<file path="src/rtl/ic_74595.sv">
// 74x595-style serial-in shift register with storage register; pins are synchronised into clk.
// Latency: pin edge to output change is SYNC_STAGES+2 clk cycles; no backpressure.
module ic_74595 #(
    parameter int WIDTH       = 8,
    parameter int SYNC_STAGES = 2
) (
    input  logic             clk,
    input  logic             rst_n,
    input  logic             ser,
    input  logic             srclk,
    input  logic             srclr_n,
    input  logic             rclk,
    input  logic             oe_n,
    output logic [WIDTH-1:0] q,
    output logic             q_en,
    output logic             qh_prime
);

    localparam int P_SER   = 4;
    localparam int P_SRCLK = 3;
    localparam int P_CLR_N = 2;
    localparam int P_RCLK  = 1;
    localparam int P_OE_N  = 0;
    localparam logic [4:0] PIN_IDLE = 5'b00101;

    logic [4:0] pins;
    logic [4:0] sync_q [SYNC_STAGES];
    logic [4:0] pin_s;
    logic [SYNC_STAGES:0] arm_q;
    logic       armed;
    logic       srclk_prev_q, rclk_prev_q;
    logic       srclk_stb_q, rclk_stb_q, ser_q, clr_q, oe_q;

    logic [WIDTH-1:0] shift_q, shift_d;
    logic [WIDTH-1:0] storage_q, storage_d;
    logic [WIDTH-1:0] q_q, q_d;
    logic             q_en_q, q_en_d;
    logic             qh_q, qh_d;

    assign pins  = {ser, srclk, srclr_n, rclk, oe_n};
    assign pin_s = sync_q[SYNC_STAGES-1];
    assign armed = arm_q[SYNC_STAGES];

    always_ff @(posedge clk or negedge rst_n) begin
        if (!rst_n) begin
            for (int i = 0; i < SYNC_STAGES; i++) sync_q[i] <= PIN_IDLE;
        end else begin
            sync_q[0] <= pins;
            for (int i = 1; i < SYNC_STAGES; i++) sync_q[i] <= sync_q[i-1];
        end
    end

    // Edges are suppressed until the chain and the previous-value flops hold real
    // pin samples, so a pin already high at reset release is not seen as a rise.
    always_ff @(posedge clk or negedge rst_n) begin
        if (!rst_n) begin
            arm_q        <= '0;
            srclk_prev_q <= 1'b0;
            rclk_prev_q  <= 1'b0;
            srclk_stb_q  <= 1'b0;
            rclk_stb_q   <= 1'b0;
            ser_q        <= 1'b0;
            clr_q        <= 1'b0;
            oe_q         <= 1'b0;
        end else begin
            arm_q        <= {arm_q[SYNC_STAGES-1:0], 1'b1};
            srclk_prev_q <= pin_s[P_SRCLK];
            rclk_prev_q  <= pin_s[P_RCLK];
            srclk_stb_q  <= armed & pin_s[P_SRCLK] & ~srclk_prev_q;
            rclk_stb_q   <= armed & pin_s[P_RCLK] & ~rclk_prev_q;
            ser_q        <= pin_s[P_SER];
            clr_q        <= ~pin_s[P_CLR_N];
            oe_q         <= ~pin_s[P_OE_N];
        end
    end

    // Storage samples the pre-shift contents, giving the one-stage lag of the 74x595.
    always_comb begin
        shift_d   = shift_q;
        storage_d = storage_q;
        if (clr_q)
            shift_d = '0;
        else if (srclk_stb_q)
            shift_d = {shift_q[WIDTH-2:0], ser_q};
        if (rclk_stb_q)
            storage_d = shift_q;
        q_en_d = oe_q;
        q_d    = q_en_d ? storage_d : '0;
        qh_d   = shift_d[WIDTH-1];
    end

    always_ff @(posedge clk or negedge rst_n) begin
        if (!rst_n) begin
            shift_q   <= '0;
            storage_q <= '0;
            q_q       <= '0;
            q_en_q    <= 1'b0;
            qh_q      <= 1'b0;
        end else begin
            shift_q   <= shift_d;
            storage_q <= storage_d;
            q_q       <= q_d;
            q_en_q    <= q_en_d;
            qh_q      <= qh_d;
        end
    end

    assign q        = q_q;
    assign q_en     = q_en_q;
    assign qh_prime = qh_q;

endmodule

</file>
<file path="config.mk">
export PLATFORM = sky130hd
export DESIGN_NAME = ic_74595
export DESIGN_NICKNAME = d
export VERILOG_FILES = /design/src/rtl/ic_74595.sv
export SDC_FILE = /design/constraint.sdc
export NUM_CORES = 1
export LEC_CHECK = 0
export ABC_CLOCK_PERIOD_IN_PS = 2300
export BUFFER_PORTS_ARGS = -buffer_cell sky130_fd_sc_hd__buf_2
export CAP_MARGIN = 20
export CELL_PAD_IN_SITES_DETAIL_PLACEMENT = 1
export CELL_PAD_IN_SITES_GLOBAL_PLACEMENT = 1
export CORE_ASPECT_RATIO = 1.2
export CORE_MARGIN = 2
export CORE_UTILIZATION = 50
export CTS_CLUSTER_DIAMETER = 80
export DETAILED_ROUTE_END_ITERATION = 10
export GPL_TIMING_DRIVEN = 0
export PLACE_DENSITY = 0.91
export REMOVE_ABC_BUFFERS = 1
export SLEW_MARGIN = 20
export SYNTH_ARGS = -nofsm -noshare
export SYNTH_HDL_FRONTEND = slang
export SYNTH_SLANG_ARGS = --single-unit
</file>
<file path="constraint.sdc">
create_clock -name clk -period 2.3 [get_ports clk]
set_clock_uncertainty 0.05 [all_clocks]
set_input_delay 0.115 -clock clk [delete_from_list [all_inputs] [get_ports clk]]
set_output_delay 0.115 -clock clk [all_outputs]
set_load 0.02 [all_outputs]
</file>
; ---- Yosys cells after proc, flatten, opt, wreduce, memory -nomap -nowiden
; Cells that the tools add are included.
[word_totals]
out_inout_bits = 10
register_bits = 45
wordCells = 28
[op_classes]
mux = 4
n_reduce_logical = 1
n_bitwise = 8
[op_table]
columns = cell, count
row1 = two-way mux 8 bit, 4
row2 = AND 1 bit, 4
row3 = inverter 1 bit, 4
row4 = nonzero test 2 bit, 1

; ---- Logic depth before layout (Yosys ltp)
[depth]
depth_word = 2
ltp_mapped = 3
depth_no_buf = 2

; ---- Least setup slack after synthesis
; No wires, ideal clock.
[synth_timing]
path_type = register to register
startpoint = register rclk_stb_q
endpoint = register q_q[7] (netlist: q[7])
slack_ns = 1.203
n_path_buf = 1
stages_incl_launch_ff = 4
t_arrival_ns = 0.930
period_less_slack_ns = 1.097
path_cell_list = dfrtp_1 buf_6 mux2_4 and2_4
[synth_via]
elab_chain_cells = 2
[synth_rtl]
columns = element, line
row1 = from (decl), 32  ; logic srclk_stb_q, rclk_stb_q, ser_q, clr_q, oe_q;
row2 = from (signal assigned), 70  ; rclk_stb_q <= armed & pin_s[P_RCLK] & ~rclk_prev_q;
row3 = two-way mux 8 bit, 85  ; if (rclk_stb_q)
row4 = net storage_d[7], 35  ; logic [WIDTH-1:0] storage_q, storage_d;
row5 = two-way mux 8 bit, 88  ; q_d = q_en_d ? storage_d : '0;
row6 = net q_d[7], 36  ; logic [WIDTH-1:0] q_q, q_d;
row7 = to (signal assigned), 102  ; q_q <= q_d;
row8 = to (decl), 36
; The timed path passes the listed nets, and every way through them passes these cells.
; A chain may end at the register's enable or synchronous reset.

; ---- Worst setup path in the final report
; Same ends and word-level chain as after synthesis.

==> out/qor.csv <==
metric,value,unit
synth.distinct_cells,13,
crit_start,rclk_stb_q,
fin_cells,148,
core-area,0.002785,sq mm
setup_slack,0.9735,ns
die_y,63.20,um
cp_num_cells,2,
r2r_cells,2,
worst_setup_path_start_kind,register,
p_leak,0.8586,nW
endpoint_kind,register,
vias_per_cell,4.851,
syn_inst,87,
io_buffers,16,
yosysSeqAreaShare,77.46,%
first_pass_iters,2,
tns,0,ns
critPathKind,reg -> reg,
clock-sinks,45,
initial_core_util,52.43,%
post_drt_wl_per_cell,14.55,um
drt-initial-drc-count,8,
holdWs,0.3111,ns
worst-path-buf-inv,0,
ant_nets,0,
critical_path.cell_chain,mux2_4 -> and2_4,
grt_usage,16.21,%
routabilityCongestion,0.7208,
hold_class,reg -> reg,
cts_buffers,5,
max_freq,753.8,MHz
synth_area,0.001460,sq mm
tightestPinTransition,0.9331,ns
finalCriticalPeriod,1.327,ns
cp_slowest_stage_delay,0.67,ns
n_antenna_cell,0,
syn_avg_cell_area,16.78,sq um
finalSetupViolCount,0,
max_slew_margin,37.79,%
clock_path_buffers,2,
num_vias,718,
peakVddDrop,503.4,uV
fin_area,0.001708,sq mm
cts.clk_slew.worst_paths,0.12,ns
tritoncts,yes,
ys_ff_latch,45,
placedCellCount,134,
maxCapViolCount,0,
critPathRequiredTime,2.49,ns
drive_above_1_share,31.58,%
maxSlewViolCount,0,
placed_cell_area,0.001563,sq mm
ios,17,
clkLatencyLatePin,0.34,ns
die_w,53.33,um
die_area,0.003370,sq mm
reg2reg_from,rclk_stb_q,
fp-row-count,21,
r2r_end,q[7],
num-nets-final,120,
crit_arrival,1.51,ns
htreeDepth,2,
hold_viol,0,
wirelength,2154,um
place_worst_setup_slack,0.9789,ns
grt_pass1_vias,794,
endpoint,q[7],
rrSetupSlack,0.97,ns
area_growth_syn_to_layout,16.97,%
antenna_found_initial,0,
gr-total-overflow,0,
status,"complete, no violations",
rsz0062_at_grt,no,
cellPowerDensity,793.1,mW/mm^2
grt_pass1_wl,3739,um
cp_slowest_cell,dfrtp_1,
grt_max_degree,46,
route.detailed.drc,0,
fin_crit_sh,57.68,%
cts_root_buffer,clkbuf_4,
yosysWarnings,0,
worstPathMaxFanout,8,
critPathTopFamily,flip-flops,
hpwl,1495,um
## registers in the layout, indices dropped and copies added (netlist names)
register      cells
arm_q             3
clr_q             1
oe_q              1
pin_s             5
q                 8
q_en              1
rclk_prev_q       1
rclk_stb_q        1
ser_q             1
shift_q           8
srclk_prev_q      1
srclk_stb_q       1
storage_q         8
sync_q            5
## cell type report
| type | instances | area, sq um |
|---|---|---|
| inverter | 2 | 7.507 |
| fill | 272 | 1077 |
| clock buffer | 7 | 55.05 |
| timing repair buffer | 22 | 140.1 |
| multi-input combinational | 37 | 301.5 |
| tap | 34 | 42.54 |
| sequential | 45 | 1131 |
| clock inverter | 1 | 30.03 |
## layout by cell type (no fill, tap or decap)
master / netlist / final
bufinv_16: 0 / 1
clkbuf_4: 0 / 5
nand2_1: 2 / 2
dlygate4sd3_1: 0 / 6
mux2_4: 8 / 8
mux2i_1: 8 / 8
dfrtp_1: 41 / 41
buf_2: 1 / 16
clkbuf_1: 0 / 1
and2_4: 1 / 1
and2_1: 7 / 7
clkbuf_8: 0 / 1
inv_1: 2 / 2
conb_1: 1 / 1
nor2_1: 10 / 10
dfstp_2: 4 / 4
## cell usage after synthesis
| cell | n | share of area, % |
|---|---|---|
| conb_1 | 1 | 0.26 |
| buf_2 | 1 | 0.34 |
| mux2_4 | 8 | 8.2 |
| nand2_1 | 2 | 0.51 |
| dfstp_2 | 4 | 7.2 |
| dfrtp_1 | 41 | 70 |
| mux2i_1 | 8 | 5.5 |
| nor2_1 | 10 | 2.6 |
| and2_4 | 1 | 0.60 |
| buf_1 | 1 | 0.26 |
| and2_1 | 7 | 3.0 |
| inv_1 | 2 | 0.51 |
| buf_6 | 1 | 0.77 |
## power by group
part / internal [mW] / switching, mW / leakage, nW
combinational: 0.0185 / 0.0219 / 0.234
sequential: 0.814 / 0.0152 / 0.579
clock: 0.260 / 0.225 / 0.0455
## how the worst min path moves through the flow
stage / slack, ns / endpoint / cells past startpoint / from
floorplan: -0.23 / arm_q[0] / 0 / rst_n
global placement: 0.17 / sync_q[5] / 1 / oe_n
detailed placement: 0.17 / sync_q[5] / 1 / oe_n
CTS: 0.31 / ser_q / 0 / pin_s[4]
global route: 0.32 / pin_s[1] / 0 / sync_q[6]
finish: 0.31 / ser_q / 0 / pin_s[4]
## through the flow
stage | total power, mW | utilization [%]
2_1_floorplan | 0.8515 | -
3_3_place_gp | 0.8747 | 56.11
3_5_place_dp | 0.8800 | 56.11
4_1_cts | 1.376 | 61.32
5_1_grt | 1.420 | 61.32
6_report | 1.355 | 61.32
## logic make-up (layout without fill, tap and decap cells)
family | count (synthesis) | after routing | share of synthesized area, %
flops | 45 | 45 | 77.46
other cells | 1 | 1 | 0.2568
buf+inv | 5 | 32 | 1.885
simple gates | 20 | 20 | 6.684
mux | 16 | 16 | 13.71
## timing repair
action / 4_1_cts / 5_1_grt
resized for setup: 0 / 0
endpoints found under the hold margin: 46 / 0
setup buffers: 0 / 0
hold buffers: 6 / 0
## metal layers
layer	track usage [%]	wire, um
met1	18.81	855
met2	25.31	1153
met3	6.635	106
met4	8.013	40
met5	0	0
(Power assumes the default switching activity.)
